**config.mk**
```make
export PLATFORM = sky130hd
export DESIGN_NAME = sm_clk_ctrl
export DESIGN_NICKNAME = d
export VERILOG_FILES = /design/src/rtl/sm_clk_ctrl.sv
export SDC_FILE = /design/constraint.sdc
export NUM_CORES = 1
export LEC_CHECK = 0
export BUFFER_PORTS_ARGS = -buffer_cell sky130_fd_sc_hd__buf_2
export CORE_MARGIN = 4
export CORE_UTILIZATION = 38
export DETAILED_ROUTE_END_ITERATION = 10
export PLACE_DENSITY_LB_ADDON = 0.12
export SLEW_MARGIN = 30
export SYNTH_ARGS = -nofsm -noshare
export SYNTH_HDL_FRONTEND = slang
export SYNTH_SLANG_ARGS = --single-unit
```
**constraint.sdc**
```tcl
create_clock -name clk -period 4.1 [get_ports clk]
set_input_delay 0.82 -clock clk [delete_from_list [all_inputs] [get_ports clk]]
set_output_delay 0.82 -clock clk [all_outputs]
set_load 0.005 [all_outputs]
```
**src/rtl/sm_clk_ctrl.sv**
```systemverilog
`default_nettype none
// ------------------------------------------------------------------------
// sm_clk_ctrl : multi-channel STOP/RUN/STEP/BURST clock-enable controller
// Rev 1.0
// ------------------------------------------------------------------------
module sm_clk_ctrl #(
    parameter int CHANNELS    = 2,
    parameter int CNT_W       = 32,
    parameter int SHIFT       = 16,
    parameter int DIV_W       = 4,
    parameter int STEP_STABLE = 1024,
    parameter int BURST_LEN   = 8
) (
    input  logic                      clk,
    input  logic                      rst_n,
    input  logic [2*CHANNELS-1:0]     mode_i,
    input  logic [DIV_W*CHANNELS-1:0] devide_i,
    input  logic                      step_i,
    output logic [CHANNELS-1:0]       tick_o,
    output logic [CHANNELS-1:0]       busy_o
);
    localparam int STAB_W = $clog2(STEP_STABLE + 1);
    localparam int BCNT_W = $clog2(BURST_LEN + 1);
    localparam logic [STAB_W-1:0] STAB_LAST  = STAB_W'(STEP_STABLE - 1);
    localparam logic [BCNT_W-1:0] BURST_INIT = BCNT_W'(BURST_LEN);

    localparam logic [1:0] MODE_STOP  = 2'b00;
    localparam logic [1:0] MODE_RUN   = 2'b01;
    localparam logic [1:0] MODE_STEP  = 2'b10;
    localparam logic [1:0] MODE_BURST = 2'b11;

    typedef enum logic {
        BS_IDLE = 1'b0,
        BS_BUSY = 1'b1
    } burst_state_t;

    // Sets the low e bits, e = SHIFT+dv; bits at or above CNT_W are never set,
    // which gives the clamp to an all-ones reload without any wrapping shift.
    function automatic logic [CNT_W-1:0] reload_of(input logic [DIV_W-1:0] dv);
        int               e;
        logic [CNT_W-1:0] r;
        e = SHIFT + int'(dv);
        r = '0;
        for (int b = 0; b < CNT_W; b++) begin
            if (b < e) r[b] = 1'b1;
        end
        return r;
    endfunction

    logic              sync1_q, sync1_d;
    logic              sync2_q, sync2_d;
    logic              level_q, level_d;
    logic              level_dly_q, level_dly_d;
    logic              press_q, press_d;
    logic [STAB_W-1:0] stab_q, stab_d;

    always_comb begin
        sync1_d     = step_i;
        sync2_d     = sync1_q;
        level_d     = level_q;
        stab_d      = '0;
        level_dly_d = level_q;
        press_d     = level_q & ~level_dly_q;
        if (sync2_q != level_q) begin
            if (stab_q == STAB_LAST) begin
                level_d = sync2_q;
            end else begin
                stab_d = stab_q + STAB_W'(1);
            end
        end
    end

    always_ff @(posedge clk) begin
        if (!rst_n) begin
            sync1_q     <= 1'b0;
            sync2_q     <= 1'b0;
            level_q     <= 1'b0;
            level_dly_q <= 1'b0;
            press_q     <= 1'b0;
            stab_q      <= '0;
        end else begin
            sync1_q     <= sync1_d;
            sync2_q     <= sync2_d;
            level_q     <= level_d;
            level_dly_q <= level_dly_d;
            press_q     <= press_d;
            stab_q      <= stab_d;
        end
    end

    for (genvar ch = 0; ch < CHANNELS; ch++) begin : g_ch
        logic [1:0]        mode;
        logic [DIV_W-1:0]  dev;
        logic [CNT_W-1:0]  reload;
        logic [CNT_W-1:0]  cnt_q, cnt_d;
        logic [BCNT_W-1:0] bcnt_q, bcnt_d;
        burst_state_t      state_q, state_d;
        logic              tick_q, tick_d;

        assign mode   = mode_i[2*ch +: 2];
        assign dev    = devide_i[DIV_W*ch +: DIV_W];
        assign reload = reload_of(dev);

        // Every path not actively counting reloads, so leaving RUN or BURST drops the residue.
        always_comb begin
            cnt_d   = reload;
            bcnt_d  = bcnt_q;
            state_d = BS_IDLE;
            tick_d  = 1'b0;
            case (mode)
                MODE_STOP: begin
                end
                MODE_RUN: begin
                    if (cnt_q == '0) begin
                        tick_d = 1'b1;
                    end else begin
                        cnt_d = cnt_q - 1'b1;
                    end
                end
                MODE_STEP: begin
                    tick_d = press_q;
                end
                MODE_BURST: begin
                    case (state_q)
                        BS_IDLE: begin
                            if (press_q) begin
                                state_d = BS_BUSY;
                                bcnt_d  = BURST_INIT;
                            end
                        end
                        BS_BUSY: begin
                            state_d = BS_BUSY;
                            if (bcnt_q == '0) begin
                                state_d = BS_IDLE;
                            end else if (cnt_q == '0) begin
                                tick_d = 1'b1;
                                bcnt_d = bcnt_q - 1'b1;
                            end else begin
                                cnt_d = cnt_q - 1'b1;
                            end
                        end
                    endcase
                end
            endcase
        end

        always_ff @(posedge clk) begin
            if (!rst_n) begin
                cnt_q   <= reload;
                bcnt_q  <= '0;
                state_q <= BS_IDLE;
                tick_q  <= 1'b0;
            end else begin
                cnt_q   <= cnt_d;
                bcnt_q  <= bcnt_d;
                state_q <= state_d;
                tick_q  <= tick_d;
            end
        end

        assign tick_o[ch] = tick_q;
        assign busy_o[ch] = (state_q == BS_BUSY);
    end

endmodule
`default_nettype wire

```
==> flow_summary.toml, run 1 <==
[run_status]
status = "complete, no violations"

[yosys]
synth_enable_flop_cells = 0
synth_cell_types = 46
yosysWarnings = 0
syn-num-nets = 542
syn_area_um2 = 4493
synth_area_per_cell_um2 = 8.674
synthArstFlopShare = 0
ys_ff_latch = 92
synthFlopType = "dfxtp_1"
seq_area_frac_synth = 0.4099
synthCells = 518

[sta]
fmax_mhz = 361.4
final-setup-viol-count = 0
worst_hold_slack_ns = 0.3899
finalCritPeriodShare = 0.6748
hold_viol_final = 0
rsz0062_at_grt = "no"
slew_violations = 0
skew_ns = 0.01146
finalSetupTns_ns = 0
worst_pin_slew_ns = 0.8750
slew_headroom = 0.4113
timing.final.crit_period_ns = 2.767

[power]
irDropWorstVdd_v = 0.0001999
powerDensity_nw_per_um2 = 376.9
p_leak_nw = 1.654

[placed_design]
port-buffer-count = 18
dpl.hpwl_um = 6367
place.gp.congestion = 0.7819

[clocking]
cts_tree = "done"
clkTransAtPathRegs_ns = 0.06
cts_hold_repair.buffers = 0
post_cts_buffers = 0
cts_resized = 0
clk_latency_ns = 0.34
cts_buffer_depth = 2
h-tree-depth = 3
root_buffer = "clkbuf_16"
cts_buffers = 9
cts_sinks = 92

[setup_path]
reg2reg_slack_ns = 1.33
worstReg2RegEnd = "g_ch[1].cnt_q[23]"
worst_ep_arrival_time_ns = 3.00
crit_chain = "or4_1 -> or4b_4 -> nor3_1 -> nor2_2 -> buf_4 -> mux2_1"
cp-start-kind = "register"
endpoint = "g_ch[1].cnt_q[23]"
critPathRequiredTime_ns = 4.33
path_class = "reg -> reg"
crit_buf_inv = 1
endpoint_kind = "register"
crit_family = "simple AND/OR/NAND/NOR gates"
cp.depth = 6
cp_max_fo = 29
slowest_delay_ns = 0.64
cp_slowest_cell = "or4_1"
ff2ff_path_depth = 6
regToRegStartpoint = "g_ch[1].cnt_q[4]"
critPathLaunch = "g_ch[1].cnt_q[4]"

[route]
viasPerCell = 5.204
first_pass_iters = 6
drt-wirelength-per-cell_um = 13.26
ant_nets = 0
num_vias = 3502
routed_wl_um = 8926
drc = 0
drt_iter0_markers = 212

[floorplan]
start_util = 0.3902
die_area_um2 = 13630
coreArea_um2 = 11520
io_pins = 19
die-width_um = 116.7
chipHeight_um = 116.7
rows = 39

[global_routing]
track_usage = 0.1406
grt_pass1_vias = 3326
grt_max_degree = 30
grt_pass1_wl_um = 15440
grt_remaining_overflow = 0
antenna_found_initial = 0

[worst_hold_path]
hold_path_class = "reg -> reg"

[finish]
area_growth_pct = 11.14
final_cell_mix = "dfxtp_1 (92), nand2_1 (57), nor2_1 (42), xnor2_1 (34), xor2_1 (28)"
drive_gt1_frac = 0.08868
final_common_cell = "dfxtp_1"
fin_nets = 552
diodes = 0

[run]
cap_violations = 0
[flip-flops by register name (all words and copies together), names as in the netlist]
signal,cells
sync2_q,1
press_q,1
level_dly_q,1
sync1_q,1
g_ch.bcnt_q,8
level_dly_d,1
g_ch.tick_q,2
g_ch.cnt_q,64
stab_q,11
g_ch.state_q,2
[kinds of logic (layout without fill, tap and decap cells)]
group,Yosys count,in the layout,synth area share
compound gates,45,45,0.06238
xor+xnor,62,62,0.1209
fa+ha+maj,9,9,0.02506
buf+inv,41,53,0.03843
flops,92,92,0.4099
mux,29,29,0.06544
simple gates,240,240,0.2779
[power breakdown]
group / total, W / internal (W) / switching, W
clock network: 0.000846 / 0.000523 / 0.000323
logic: 0.0000951 / 0.0000427 / 0.0000524
registers: 0.000941 / 0.000917 / 0.0000233
[layer usage]
| metal | vias to the layer above | global-route usage | wire [um] |
|---|---|---|---|
| met1 | 1618 | 0.1905 | 4611 |
| met3 | 10 | 0.03679 | 274 |
| met2 | 40 | 0.2146 | 3889 |
| li1 | 1834 | - | - |
| met5 | - | 0 | 0 |
| met4 | 0 | 0.05352 | 150 |
[cell usage after synthesis, drive strengths merged, types with 5 or more instances]
master | n | area [um^2]
a21oi | 11 | 55.05
a31oi | 6 | 37.54
and2 | 7 | 43.79
buf | 7 | 43.79
clkbuf | 18 | 68.81
dfxtp | 92 | 1842
ha | 9 | 112.6
inv | 16 | 60.06
mux2i | 26 | 260.3
nand2 | 57 | 214.0
nand3 | 25 | 125.1
nand3b | 7 | 52.55
nand4 | 10 | 62.56
nand4b | 5 | 43.79
nor2 | 44 | 165.2
nor3 | 26 | 130.1
nor3b | 5 | 37.54
nor4 | 22 | 137.6
o21ai | 13 | 65.06
o31ai | 5 | 37.54
or3 | 7 | 45.05
or4 | 8 | 60.06
xnor2 | 34 | 297.8
xor2 | 28 | 245.2
[metrics by stage]
step | util | total power (W) | setup slack (ns) | cell area (um^2) | std cells
after floorplan | - | 0.001026 | 1.503 | 4493 | 518
after global placement | 0.4081 | 0.001054 | 1.354 | 4700 | 660
after detailed placement | 0.4081 | 0.001055 | 1.297 | 4700 | 660
after CTS | 0.4336 | 0.001916 | 1.300 | 4994 | 673
after global routing | 0.4336 | 0.001966 | 1.013 | 4994 | 673
final | 0.4336 | 0.001882 | 1.333 | 4994 | 673
[worst min path at each step]
| stage | start | to | slack, ns | cells past startpoint |
|---|---|---|---|---|
| 6_report | level_dly_q | press_q | 0.39 | 1 |
| 3_3_place_gp | level_dly_q | press_q | 0.38 | 1 |
| 2_1_floorplan | level_dly_q | press_q | 0.37 | 1 |
| 3_5_place_dp | level_dly_q | press_q | 0.38 | 1 |
| 5_1_grt | level_dly_q | press_q | 0.41 | 1 |
| 4_1_cts | level_dly_q | press_q | 0.40 | 1 |
[cell type report]
class	count	area, um^2
Tap cell	143	178.9
Inverter	16	60.06
Fill cell	1114	6523
Timing Repair Buffer	24	135.1
Sequential cell	92	1842
Clock inverter	3	65.06
Multi-Input combinational cell	385	2484
Clock buffer	10	229.0
No activity file was read; power rests on OpenSTA's default activity.
==> run 2: changes to the inputs <==
- clock period: 4.1 -> 2.3 ns (I/O delays scaled with it)
==> flow_summary.toml, run 2 (same netlist as run 1, synthesis figures left out) <==
[power]
swShare = 0.2083
combPwrFrac = 0.055
p_leak_nw = 1.874
sequentialPowerShare = 0.475
total_power_w = 0.003519
p_int_w = 0.002786
powerDensity_nw_per_um2 = 655.7
irDropWorstVdd_v = 0.0007231
clockPowerShare = 0.469
p_switching_w = 0.0007328

[finish]
drive_gt1_frac = 0.1652
fillers = 1123
regMostFlops = "g_ch.cnt_q"
largest_reg_flops = 64
fin_nets = 588
final_cell_mix = "dfxtp_1 (90), nand2_1 (57), nor2_1 (42), buf_4 (41), xnor2_1 (33)"
area_growth_pct = 19.44
top_regs = "g_ch.cnt_q x64, stab_q x11, g_ch.bcnt_q x8"
multi_input_area_um2 = 2532
regArea_um2 = 1844
diodes = 0
final_common_cell = "dfxtp_1"

[route]
viasPerCell = 5.225
drt_iter0_markers = 164
drc = 0
first_pass_iters = 4
routed_wl_um = 9479
ant_nets = 0
drt-wirelength-per-cell_um = 13.31
num_vias = 3720

[setup_path]
cp-start-kind = "register"
path_class = "reg -> reg"
endpoint_kind = "register"
cp_slowest_cell = "or4_4"
path_common_cell = "or4_4"
crit_family = "simple AND/OR/NAND/NOR gates"
cp_max_fo = 6
crit_buf_inv = 0
worst_ep_arrival_time_ns = 2.63
reg2reg_slack_ns = -0.06
crit_chain = "or4_4 -> or4b_4 -> or4_4 -> or3_1 -> a21oi_1"
critPathRequiredTime_ns = 2.57
slowest_delay_ns = 0.53

[sta]
skew_ns = 0.003879
slew_violations = 0
slew_headroom = 0.6595
finalSetupTns_ns = -0.1342
rsz0062_at_grt = "yes"
hold_viol_final = 0
fmax_mhz = 423.7
worst_pin_slew_ns = 0.5037
final-setup-viol-count = 3
layout_setup_ws_ns = -0.06010
finalCritPeriodShare = 1.026
timing.final.crit_period_ns = 2.360

[worst_hold_path]
hold_path_class = "in -> reg"

[clocking]
cts_tree = "done"
clk_latency_ns = 0.34
cts_buffers = 9
cts_buffer_depth = 2
root_buffer = "clkbuf_16"
cts_sinks = 92
clkTransAtPathRegs_ns = 0.06
h-tree-depth = 3

[global_routing]
grt_pass1_wl_um = 16500
antenna_found_initial = 0
track_usage = 0.1516
grt_pass1_vias = 3619
grt_remaining_overflow = 0
grt_max_degree = 18

[placed_design]
port-buffer-count = 18
dpl.hpwl_um = 6932
place_ws_ns = -0.1688
place.gp.congestion = 0.8429

[floorplan]
die-width_um = 116.7
io_pins = 19
rows = 39
coreArea_um2 = 11520
die_area_um2 = 13630
chipHeight_um = 116.7
start_util = 0.3902

[run_status]
violations = "setup timing"
status = "finished, violations left"

[run]
cap_violations = 0
-- run 2: cell count changes in the layout (fill, tap and decap cells not counted), sizes merged --
cell,before,now
clkinv,1,2
buf,24,60
clkbuf,10,11
bufinv,2,3
-- run 2: worst reg2reg max path, delay by kind of cell, from the launching register on --
| family | cells | cell delay [ns] |
|---|---|---|
| DFF | 1 | 0.32 |
| AOI/OAI and AO/OA | 1 | 0.12 |
| and+or+nand+nor | 4 | 1.84 |
-- run 2: power groups by stage --
stage | Combinational [W] | Clock, W | Sequential (W)
after floorplan | 0.000129 | 0 | 0.00170
after global placement | 0.000192 | 0 | 0.00171
after detailed placement | 0.000195 | 0 | 0.00171
after CTS | 0.000196 | 0.00171 | 0.00167
after global routing | 0.000219 | 0.00178 | 0.00168
final | 0.000195 | 0.00165 | 0.00167
-- run 2: final timing paths --
check	cells past startpoint	end	from
worst min-delay path	2	sync1_q	step_i
worst min register to register	1	press_q	level_dly_q
worst max-delay path	5	g_ch[1].bcnt_q[2]	g_ch[1].cnt_q[7]
worst max register to register	5	g_ch[1].bcnt_q[2]	g_ch[1].cnt_q[7]
-- run 2: per-stage QoR --
step                        util  instance area (um^2)  cells  hold slack [ns]
after detailed placement  0.4325                  4981    695           0.3826
after global placement    0.4325                  4981    695           0.3713
final                     0.4660                  5366    712           0.3277
after global routing      0.4660                  5366    712           0.3268
after CTS                 0.4634                  5336    712           0.3124
after floorplan                -                  4501    518           0.3674
-- run 2: layout make-up --
cell class	count	share of cell area
well taps	143	0.03334
clock buffers	11	0.04337
multi-input cells	385	0.4719
flip-flops and latches	92	0.3437
clock inverters	5	0.01865
inverters	16	0.01119
repair buffers	60	0.07787
-- run 2: repair_timing --
item / in CTS / in global routing
setup endpoints to repair: 7 / 51
resized for setup: 3 / 6
pin swaps: 0 / 3
buffers inserted: 1 / 0
hold buffers: 0 / 0
cloned: 0 / 0
-- run 2: metal layers --
metal  up-vias  track usage  routed length, um
met2        43       0.2541               4565
met4         0      0.05275                208
met3        14      0.04508                320
li1       1910            -                  -
met1      1753       0.1852               4385
met5         -            0                  0
==> run 3: changes to the inputs <==
- GPL_TIMING_DRIVEN: not set -> 0
==> flow_summary.toml, run 3 (same netlist as run 1, synthesis figures left out) <==
[run_status]
status = "finished, violations left"
violations = "setup timing"

[route]
drt-wirelength-per-cell_um = 13.91
drc = 0
routed_wl_um = 9934
ant_nets = 0
drt_iter0_markers = 129
first_pass_iters = 4
viasPerCell = 5.193
num_vias = 3708

[clocking]
h-tree-depth = 3
clk_latency_ns = 0.34
cts_buffer_depth = 2
cts_tree = "done"
root_buffer = "clkbuf_16"
cts_sinks = 92
clkTransAtPathRegs_ns = 0.06
cts_buffers = 9

[global_routing]
track_usage = 0.1547
grt_max_degree = 14
grt_pass1_vias = 3595
grt_remaining_overflow = 0
antenna_found_initial = 0
grt_pass1_wl_um = 16790

[sta]
skew_ns = 0.005295
slew_headroom = 0.5988
fmax_mhz = 400.2
hold_viol_final = 0
slew_violations = 0
finalSetupTns_ns = -3.554
rsz0062_at_grt = "yes"
worst_pin_slew_ns = 0.6018
layout_setup_ws_ns = -0.1988
timing.final.crit_period_ns = 2.499
final-setup-viol-count = 33
finalCritPeriodShare = 1.086

[finish]
design_area_um2 = 5525
final_cell_mix = "dfxtp_1 (88), nand2_1 (50), nor2_1 (42), xnor2_1 (33), xor2_1 (28)"
area_growth_pct = 22.97
fin_util = 0.4798
largest_reg_flops = 64
diodes = 0
regMostFlops = "g_ch.cnt_q"
fin_nets = 590
top_regs = "g_ch.cnt_q x64, stab_q x11, g_ch.bcnt_q x8"
fillers = 1137
final_common_cell = "dfxtp_1"
drive_gt1_frac = 0.1926

[floorplan]
coreArea_um2 = 11520
io_pins = 19
die_area_um2 = 13630
start_util = 0.3902
chipHeight_um = 116.7
rows = 39
die-width_um = 116.7

[setup_path]
cp-start-kind = "register"
critPathRequiredTime_ns = 2.53
endpoint_kind = "register"
cp_max_fo = 5
worst_ep_arrival_time_ns = 2.72
path_class = "reg -> reg"

[placed_design]
place.gp.congestion = 0.7862
dpl_cell_area_um2 = 4770
port-buffer-count = 17
dpl.hpwl_um = 6686

[power]
irDropWorstVdd_v = 0.0004122
p_leak_nw = 1.969
powerDensity_nw_per_um2 = 597.3

[worst_hold_path]
hold_path_class = "in -> reg"

[run]
cap_violations = 0
## run 3: cell count changes in the layout (fill, tap and decap cells not counted), sizes merged
cell / before / now
clkinv: 2 / 1
buf: 60 / 47
bufinv: 3 / 0
clkbuf: 11 / 30
## run 3: area by class of cell
class | instances | area [um^2] | area share
plain buffers | 20 | 118.9 | 0.02151
clock buffers | 15 | 277.8 | 0.05027
clock inverters | 1 | 5.005 | 0.0009058
inverters | 16 | 60.06 | 0.01087
multi-input cells | 385 | 2689 | 0.4866
flip-flops and latches | 92 | 1847 | 0.3342
well taps | 143 | 178.9 | 0.03238
repair buffers | 42 | 349.1 | 0.06318
## run 3: metrics by stage
step | setup slack (ns) | hold WS, ns | instances | power (W)
2_1_floorplan | -0.1995 | 0.3674 | 518 | 0.001828
3_5_place_dp | -0.6931 | 0.3715 | 678 | 0.001886
4_1_cts | -0.3591 | 0.3067 | 713 | 0.003353
6_report | -0.1988 | 0.3238 | 714 | 0.003300
5_1_grt | -0.2563 | 0.3065 | 714 | 0.003463
3_3_place_gp | -0.7001 | 0.3725 | 678 | 0.001883
## run 3: critical path: stages, from the launching register on
cell     delay, ns
dfxtp_2       0.32
or4_4         0.57
or4b_4        0.58
buf_6         0.14
nor3_4        0.23
nor2_4        0.09
buf_8         0.16
mux2_4        0.29
## run 3: routing by layer
layer	track usage	share of wire
met5	0	0
met4	0.05810	0.025
met3	0.04715	0.026
met2	0.2670	0.49
met1	0.1801	0.46
## run 3: worst paths after layout
kind                          start                end  slack [ns]  depth (start not counted)
hold / removal               step_i            sync1_q        0.32                          2
hold reg to reg         level_dly_q            press_q        0.38                          1
setup reg to reg  g_ch[1].cnt_q[25]  g_ch[1].cnt_q[23]       -0.20                          7
setup / recovery  g_ch[1].cnt_q[25]  g_ch[1].cnt_q[23]       -0.20                          7
## run 3: what timing repair did
action / CTS / global route
setup endpoints to repair: 72 / 67
setup buffers: 25 / 6
pin swaps: 12 / 8
hold buffers: 0 / 0
cloned: 0 / 2
resized for setup: 42 / 34
## run 3: report_power, final
group | internal (W) | total (W) | switching [W]
Sequential | 0.00164 | 0.00168 | 0.0000412
Combinational | 0.000101 | 0.000209 | 0.000108
Clock | 0.000821 | 0.00141 | 0.000593
Total | 0.00256 | 0.00330 | 0.000742
